==> config.mk <==
export PLATFORM = sky130hd
export DESIGN_NAME = apb_slave_ctrl
export DESIGN_NICKNAME = d
export VERILOG_FILES = /design/src/rtl/apb_pkg.sv /design/src/rtl/apb_wait_cnt.sv /design/src/rtl/apb_slave_ctrl.sv
export SDC_FILE = /design/constraint.sdc
export NUM_CORES = 1
export LEC_CHECK = 0
export CAP_MARGIN = 25
export CORE_AREA = 3 3 80 82
export CTS_CLUSTER_DIAMETER = 30
export DETAILED_ROUTE_END_ITERATION = 10
export DIE_AREA = 0 0 83 85
export PLACE_DENSITY_LB_ADDON = 0.05
export SYNTH_ARGS = -nofsm -noshare
export SYNTH_HDL_FRONTEND = slang
export SYNTH_SLANG_ARGS = --single-unit
==> constraint.sdc <==
create_clock -name PCLK -period 4.1 [get_ports PCLK]
set_clock_uncertainty 0.2 [all_clocks]
set_input_delay 0.615 -clock PCLK [delete_from_list [all_inputs] [get_ports PCLK]]
set_output_delay 0.615 -clock PCLK [all_outputs]
set_load 0.05 [all_outputs]
==> src/rtl/apb_pkg.sv <==
// Shared types and constants for the APB slave controller.
package apb_pkg;

    typedef enum logic [1:0] {
        IDLE,
        WAIT,
        READY
    } apb_state_t;

    localparam int unsigned APB_MAX_WAIT = 15;
    localparam int unsigned APB_CNT_W    = $clog2(APB_MAX_WAIT + 1);

endpackage

==> src/rtl/apb_wait_cnt.sv <==
// Wait-state down-counter: loadable, decrements toward zero, flags zero.
module apb_wait_cnt #(
    parameter int unsigned WIDTH = 4
) (
    input  logic             PCLK,
    input  logic             PRESETn,
    input  logic             load,
    input  logic [WIDTH-1:0] load_val,
    input  logic             dec,
    output logic [WIDTH-1:0] count,
    output logic             zero
);

    logic [WIDTH-1:0] cnt_q;

    always_ff @(posedge PCLK or negedge PRESETn) begin
        if (!PRESETn) begin
            cnt_q <= '0;
        end else if (load) begin
            cnt_q <= load_val;
        end else if (dec && (cnt_q != '0)) begin
            cnt_q <= cnt_q - WIDTH'(1);
        end
    end

    assign count = cnt_q;
    assign zero  = (cnt_q == '0);

endmodule

==> src/rtl/apb_slave_ctrl.sv <==
// APB slave front-end driving a simple register-bank strobe interface.
// Define APB_PSLVERR_EN to flag unmapped accesses on PSLVERR.
module apb_slave_ctrl
    import apb_pkg::*;
#(
    parameter int unsigned ADDR_W      = 8,
    parameter int unsigned DATA_W      = 32,
    parameter int unsigned NUM_REGS    = 16,
    parameter int unsigned WAIT_CYCLES = 0
) (
    input  logic              PCLK,
    input  logic              PRESETn,
    input  logic              PSEL,
    input  logic              PENABLE,
    input  logic              PWRITE,
    input  logic [ADDR_W-1:0] PADDR,
    input  logic [DATA_W-1:0] PWDATA,
    output logic [DATA_W-1:0] PRDATA,
    output logic              PREADY,
    output logic              PSLVERR,
    output logic              reg_wr_en,
    output logic              reg_rd_en,
    output logic [ADDR_W-1:0] reg_addr,
    output logic [DATA_W-1:0] reg_wdata,
    input  logic [DATA_W-1:0] reg_rdata
);

    // Out-of-range WAIT_CYCLES saturates at the counter's capacity.
    localparam int unsigned WaitClamp =
        (WAIT_CYCLES > APB_MAX_WAIT) ? APB_MAX_WAIT : WAIT_CYCLES;
    localparam logic [APB_CNT_W-1:0] WaitLoad   = APB_CNT_W'(WaitClamp);
    localparam logic [ADDR_W:0]      NumRegsLim = (ADDR_W + 1)'(NUM_REGS);

    apb_state_t state_q, state_d;

    logic [ADDR_W-1:0]    addr_q;
    logic [DATA_W-1:0]    wdata_q;
    logic                 write_q;
    logic                 capture;
    logic                 cnt_load;
    logic                 cnt_dec;
    logic [APB_CNT_W-1:0] cnt_val;
    logic                 cnt_zero;
    logic                 in_ready;
    logic                 access;
    logic                 mapped;

    apb_wait_cnt #(
        .WIDTH(APB_CNT_W)
    ) u_wait_cnt (
        .PCLK    (PCLK),
        .PRESETn (PRESETn),
        .load    (cnt_load),
        .load_val(WaitLoad),
        .dec     (cnt_dec),
        .count   (cnt_val),
        .zero    (cnt_zero)
    );

    assign access = PSEL && PENABLE;

    always_comb begin
        state_d  = state_q;
        capture  = 1'b0;
        cnt_load = 1'b0;
        cnt_dec  = 1'b0;
        unique case (state_q)
            IDLE: begin
                if (PSEL && !PENABLE) begin
                    capture  = 1'b1;
                    cnt_load = 1'b1;
                    state_d  = (WaitLoad != '0) ? WAIT : READY;
                end
            end
            WAIT: begin
                if (access) begin
                    cnt_dec = 1'b1;
                    if (cnt_zero || (cnt_val == APB_CNT_W'(1))) begin
                        state_d = READY;
                    end
                end else begin
                    state_d = IDLE;
                end
            end
            // Completion and abort both return to IDLE; a following setup phase
            // is captured there, giving back-to-back transfers with no gap.
            READY:   state_d = IDLE;
            default: state_d = IDLE;
        endcase
    end

    always_ff @(posedge PCLK or negedge PRESETn) begin
        if (!PRESETn) begin
            state_q <= IDLE;
            addr_q  <= '0;
            wdata_q <= '0;
            write_q <= 1'b0;
        end else begin
            state_q <= state_d;
            if (capture) begin
                addr_q  <= PADDR;
                wdata_q <= PWDATA;
                write_q <= PWRITE;
            end
        end
    end

    assign in_ready  = (state_q == READY);
    assign mapped    = ({1'b0, addr_q} < NumRegsLim);

    assign reg_addr  = addr_q;
    assign reg_wdata = wdata_q;
    assign PREADY    = in_ready;
    assign reg_wr_en = in_ready && access && write_q && mapped;
    assign reg_rd_en = in_ready && access && !write_q && mapped;
    assign PRDATA    = (in_ready && !write_q && mapped) ? reg_rdata : '0;

`ifdef APB_PSLVERR_EN
    assign PSLVERR = in_ready && !mapped;
`else
    assign PSLVERR = 1'b0;
`endif

endmodule
==> reports/results.txt, run 1 <==
Post-synth top area share: 48.05%
FP Rows: 28
Gate power share: 42.1%
Design area: 0.003796 mm2
Pint: 0.8766 mW
Hold WS: 0.3076 ns
Family with the most delay on the worst path: buffers and inverters
Synth cell types: 18
Max stage delay cell, worst path: clkdlybuf4s50_1
TritonCTS buffer count: 5
Fin cells: 359
Setup TNS: 0 ns
Largest area contributor in the netlist: dfrtp_1
Worst-case clock buffer depth: 2
First-pass GRT wire length: 9.370 mm
Final worst-path cycle share: 92.04%
Worst slack, placed: 0.6320 ns
Most frequent cells after synthesis: dfrtp_1 (42), mux2_2 (41), nor4b_2 (25)
H-tree lvl count: 2
Total grt overflow: 0
Leak: 1.374 nW
Simple logic cell fraction of the synthesized area: 24.66%
Initial antenna violation count: 0
Syn_nets: 216
CP Launch Type: flip-flop
Setup Buffers After CTS: 0
Root Driver: clkbuf_8
# diodes: 0
Post-DP HPWL: 4.418 mm
CORE AREA: 0.005816 mm2
Average cell area after synthesis: 15.73 um2
Antenna viol nets, final: 0
Slew headroom: 36.11%
Initial DRC count: 29
Worst-path cell chain: or4b_2 > buf_4 > nor4b_1 > clkdlybuf4s50_1
Vias: 1730
DR vias/cell: 4.819
Fmax: 265.0 MHz
Unrepaired setup endpoints after global routing: no
Post-synth top flop: dfrtp_1
Tmin final: 3.774 ns
Synth Area in XOR/XNOR: 0%
Worst setup path category: flip-flop to primary output
Largest family of logic cells by synthesized area: simple AND/OR/NAND/NOR gates
Final Hold Vio Count: 0
CP Max Fanout: 34
PD cells: 383.0 mW/mm2
Total Wirelength: 5.976 mm
Critical Path RT: 3.28 ns
CP Buf/Inv Count: 2
CTS sink cnt: 42
Sequential power share: 39.7%
Hold Path Class: flip-flop to flip-flop
Max stage delay on crit path: 0.87 ns
Count leader, synth: dfrtp_1
Hold-fix buffers, CTS: 0
IO Count: 153
I/O Buffers: 151
Synth Area in Compound Gates: 0%
Area contributors post-synth: dfrtp_1 (48%), mux2_2 (21%), nor4b_2 (17%), nor4b_4 (3.3%), buf_12 (2.7%)
Number of synthesized flops with an enable pin: 0
Cells after DPL: 350
Die Span Y: 85 um
Post-synthesis async set-or-reset flop share: 100.0%
Largest net degree at the start of global routing: 43
WL/cell: 16.65 um
Die area: 0.007055 mm2
Synth Warn #: 0
Share of post-route cells with drive strength above 1: 29.58%
Max-slew violation count: 0
Final core occ: 65.28%
Placed Area: 0.003680 mm2
Post-cts resize count: 0
Setup ws final: 0.3263 ns
Initial core utilization: 37.61%
Netlist Area Pre-Place: 0.002187 mm2
Post-synthesis sequential area ratio: 48.05%
Router iterations before antenna repair: 4
CTS tree: built
Die width: 83 um
Switching Fraction: 39.70%
Outcome: finished, final reports clean
Worst-path clk slew: 0.07 ns
Mux cell area share after synthesis: 21.11%
Post-layout power: 1.454 mW
Clk Latency, worst-skew pair: 0.28 ns
Least-Margin Pin Slew: 0.9583 ns
Max Cap Viol: 0
Seq cells post-synth: 42
Worst EP arrival: 2.96 ns
GRT Total Usage: 16.68%
Residual DRC: 0
GPL Wtd Cong: 0.7151
Post-synthesis adder-cell area fraction: 0%
Final setup viols: 0
Clock Power Share: 18.2%
Net total in the final layout: 361
Vias in the first global route: 1771
Switching power: 0.5772 mW
Peak supply drop: 0.2565 mV
Crit. End Element: primary output
Area growth, synth to finish: 73.57%
Cells after Synth: 139
## state kept, by name, indices dropped and copies added, names as in the netlist
| signal | cells |
|---|---|
| reg_addr | 8 |
| state_q | 1 |
| write_q | 1 |
| reg_wdata | 32 |
## per-layer routing
metal	routed length [um]	vias to the layer above	track usage, %
li1	-	803	-
met4	51	0	4.012
met3	485	5	5.825
met5	0	-	0
met2	2920	95	27.19
met1	2519	827	21.41
## logic make-up (layout without fill, tap and decap cells)
group	after synthesis	after routing
and+or+nand+nor	38	38
DFF	42	42
muxes	41	41
buffers and inverters	17	162
other	1	1
## worst register-to-register path: stages (launching register included)
cell,delay [ns]
dfrtp_1,0.42
nor3b_4,0.19
buf_4,0.47
mux2_2,0.42
## path summary, 6_finish.rpt
check / from / end / slack (ns) / cells after the start
min reg2reg: reg_wdata[27] / reg_wdata[27] / 0.31 / 1
min: reg_wdata[27] / reg_wdata[27] / 0.31 / 1
max in group asynchronous: PRESETn / write_q / 2.86 / 3
max reg2reg: state_q[1] / reg_wdata[31] / 2.29 / 3
min in group asynchronous: PRESETn / reg_wdata[3] / 0.44 / 2
max: reg_addr[4] / PRDATA[1] / 0.33 / 4
## power groups by stage
| stage | logic [mW] | registers (mW) | clock network, mW |
|---|---|---|---|
| floorplan | 0.168 | 0.783 | 0 |
| global placement | 0.610 | 0.583 | 0 |
| detailed placement | 0.613 | 0.586 | 0 |
| CTS | 0.615 | 0.579 | 0.275 |
| global route | 0.634 | 0.591 | 0.297 |
| finish | 0.612 | 0.577 | 0.265 |
## cell type report
| cell class | count | area [um2] |
|---|---|---|
| Tap cell | 75 | 93.84 |
| Sequential cell | 42 | 1054 |
| Timing Repair Buffer | 155 | 1551 |
| Multi-Input combinational cell | 80 | 1011 |
| Clock buffer | 7 | 86.33 |
| Fill cell | 478 | 2019 |
## placed cells by master, fill, tap and decap left out
| master | instances |
|---|---|
| dlygate4sd3_1 | 1 |
| dfrtp_2 | 2 |
| nor4b_2 | 25 |
| buf_12 | 1 |
| clkdlybuf4s50_1 | 150 |
| nor3_1 | 1 |
| or4b_2 | 1 |
| buf_4 | 2 |
| nand3_1 | 1 |
| nor4_4 | 1 |
| conb_1 | 1 |
| nor4b_1 | 4 |
| buf_2 | 1 |
| mux2_2 | 41 |
| clkbuf_8 | 6 |
| clkbuf_1 | 1 |
| nor3b_4 | 1 |
| nand2_1 | 1 |
| dfrtp_1 | 40 |
| nor4b_4 | 3 |
(Power assumes the default switching activity.)
==> run 2, diff against run 1 <==
--- a/config.mk
+++ b/config.mk
@@ -6,10 +6,11 @@
 export NUM_CORES = 1
 export LEC_CHECK = 0
 export CAP_MARGIN = 25
-export CORE_AREA = 3 3 80 82
+export CORE_AREA = 3 3 112 60
 export CTS_CLUSTER_DIAMETER = 30
 export DETAILED_ROUTE_END_ITERATION = 10
-export DIE_AREA = 0 0 83 85
+export DIE_AREA = 0 0 115 63
+export GPL_TIMING_DRIVEN = 0
 export PLACE_DENSITY_LB_ADDON = 0.05
 export SYNTH_ARGS = -nofsm -noshare
 export SYNTH_HDL_FRONTEND = slang
==> reports/results.txt, run 2 (synthesis gave the netlist of run 1 again) <==
Outcome: finished, final reports clean
Die width: 115 um
Worst setup path start: reg_addr[4]
CORE AREA: 0.005906 mm2
Hold WS: 0.3045 ns
Vias: 1755
Final worst-path cycle share: 83.60%
Antenna viol nets, final: 0
Unrepaired setup endpoints after global routing: no
Max Cap Viol: 0
H-tree lvl count: 2
Final setup viols: 0
Worst-path clk slew: 0.06 ns
GRT Total Usage: 17.38%
First-pass GRT wire length: 9.949 mm
R2R Path End: reg_addr[7]
Setup TNS: 0 ns
Area growth, synth to finish: 81.35%
WL/cell: 16.68 um
Most frequent cells in the layout: clkdlybuf4s50_1 (150), dfrtp_1 (42), mux2_2 (41), nor4b_2 (25), buf_2 (7)
Net total in the final layout: 376
Worst r2r src: state_q[1]
CTS tree: built
Design area: 0.003966 mm2
CP Launch Type: flip-flop
Total grt overflow: 0
Largest net degree at the start of global routing: 35
Root Driver: clkbuf_16
I/O Buffers: 151
CP Max Fanout: 10
Tmin final: 3.427 ns
PD cells: 402.1 mW/mm2
Clock Power Share: 24.2%
Fmax: 291.8 MHz
Initial DRC count: 61
Hold Path Class: flip-flop to flip-flop
Setup Buffers After CTS: 0
Critical Path RT: 3.28 ns
Initial antenna violation count: 0
Placed Area: 0.003810 mm2
FP Rows: 20
Clk Latency, worst-skew pair: 0.28 ns
Worst setup path category: flip-flop to primary output
Router iterations before antenna repair: 4
Sequential power share: 32.9%
Commonest non-fill, non-tap cell in the layout: clkdlybuf4s50_1
GPL Wtd Cong: 0.6798
Max reg flops: 32
Share of post-route cells with drive strength above 1: 30.67%
Post-DP HPWL: 5.060 mm
Worst slack, placed: 0.9763 ns
Setup ws final: 0.6726 ns
# diodes: 0
Slew headroom: 49.67%
IO Count: 153
Crit. End Element: primary output
Filler instances: 463
Residual DRC: 0
DR vias/cell: 4.655
Reg2reg setup slack: 2.24 ns
Gate power share: 43.0%
Total Wirelength: 6.287 mm
Switching Fraction: 38.46%
Peak supply drop: 0.2609 mV
CTS sink cnt: 42
Max-slew violation count: 0
Vias in the first global route: 1812
Cell depth of the worst flop-to-flop path: 3
Die area: 0.007245 mm2
Initial core utilization: 37.03%
TritonCTS buffer count: 5
Switching power: 0.6134 mW
Least-Margin Pin Slew: 0.7549 ns
Worst-case clock buffer depth: 2
Pint: 0.9813 mW
Leak: 1.469 nW
CP endpoint: PRDATA[30]
Final Hold Vio Count: 0
Worst EP arrival: 2.61 ns
Die Span Y: 63 um
==> run 2: worst max-delay path, stage by stage, from the launching register on <==
cell and delay [ns]:
dfrtp_1 0.39, or4b_1 0.53, buf_6 0.16, buf_12 0.15
nor4b_2 0.22, clkdlybuf4s50_1 0.87
==> run 2: worst min path at each step <==
stage                             start       endpoint  slack [ns]  cells past startpoint
after floorplan                 PRESETn    reg_addr[0]        0.12                      0
after detailed placement        PRESETn   reg_wdata[8]        0.28                      1
after global placement    reg_wdata[10]  reg_wdata[10]        0.29                      1
after CTS                 reg_wdata[31]  reg_wdata[31]        0.31                      1
final                     reg_wdata[19]  reg_wdata[19]        0.30                      1
after global routing      reg_wdata[24]  reg_wdata[24]        0.32                      1
==> run 2: power by group through the flow <==
stage          registers [mW]  logic, mW  clock network, mW
2_1_floorplan           0.783      0.168                  0
3_3_place_gp            0.528      0.683                  0
3_5_place_dp            0.532      0.688                  0
4_1_cts                 0.525      0.691              0.394
5_1_grt                 0.534      0.715              0.413
6_report                0.524      0.685              0.385
==> run 2: through the flow <==
stage / util [%] / power (mW) / cells
after global placement: 64.26 / 1.211 / 367
after detailed placement: 64.51 / 1.220 / 368
final: 67.16 / 1.595 / 377
after global routing: 67.16 / 1.662 / 377
after CTS: 67.16 / 1.611 / 377
after floorplan: - / 0.9511 / 139
==> run 2: cell type report <==
cell class | instances | area [um2] | share of cell area [%]
plain buffers | 17 | 131.4 | 3.312
clock buffers | 5 | 125.1 | 3.155
clock inverters | 3 | 21.27 | 0.5363
multi-input cells | 80 | 1005 | 25.33
flip-flops and latches | 42 | 1051 | 26.50
well taps | 77 | 96.34 | 2.429
repair buffers | 153 | 1536 | 38.74
==> run 2: timing repair <==
item                       CTS  global route
setup endpoints to repair    0             0
resized for setup            0             0
hold buffers                 1             0
hold endpoints to repair     8             0
==> run 2: metal layers <==
layer / GRT usage (%) / wire (um) / share of wire, % / vias up
met4: 2.196 / 8 / 0.13 / 0
li1: - / - / - / 836
met1: 25.14 / 3002 / 48 / 846
met5: 0 / 0 / 0 / -
met3: 7.157 / 598 / 9.5 / 2
met2: 24.86 / 2678 / 43 / 71
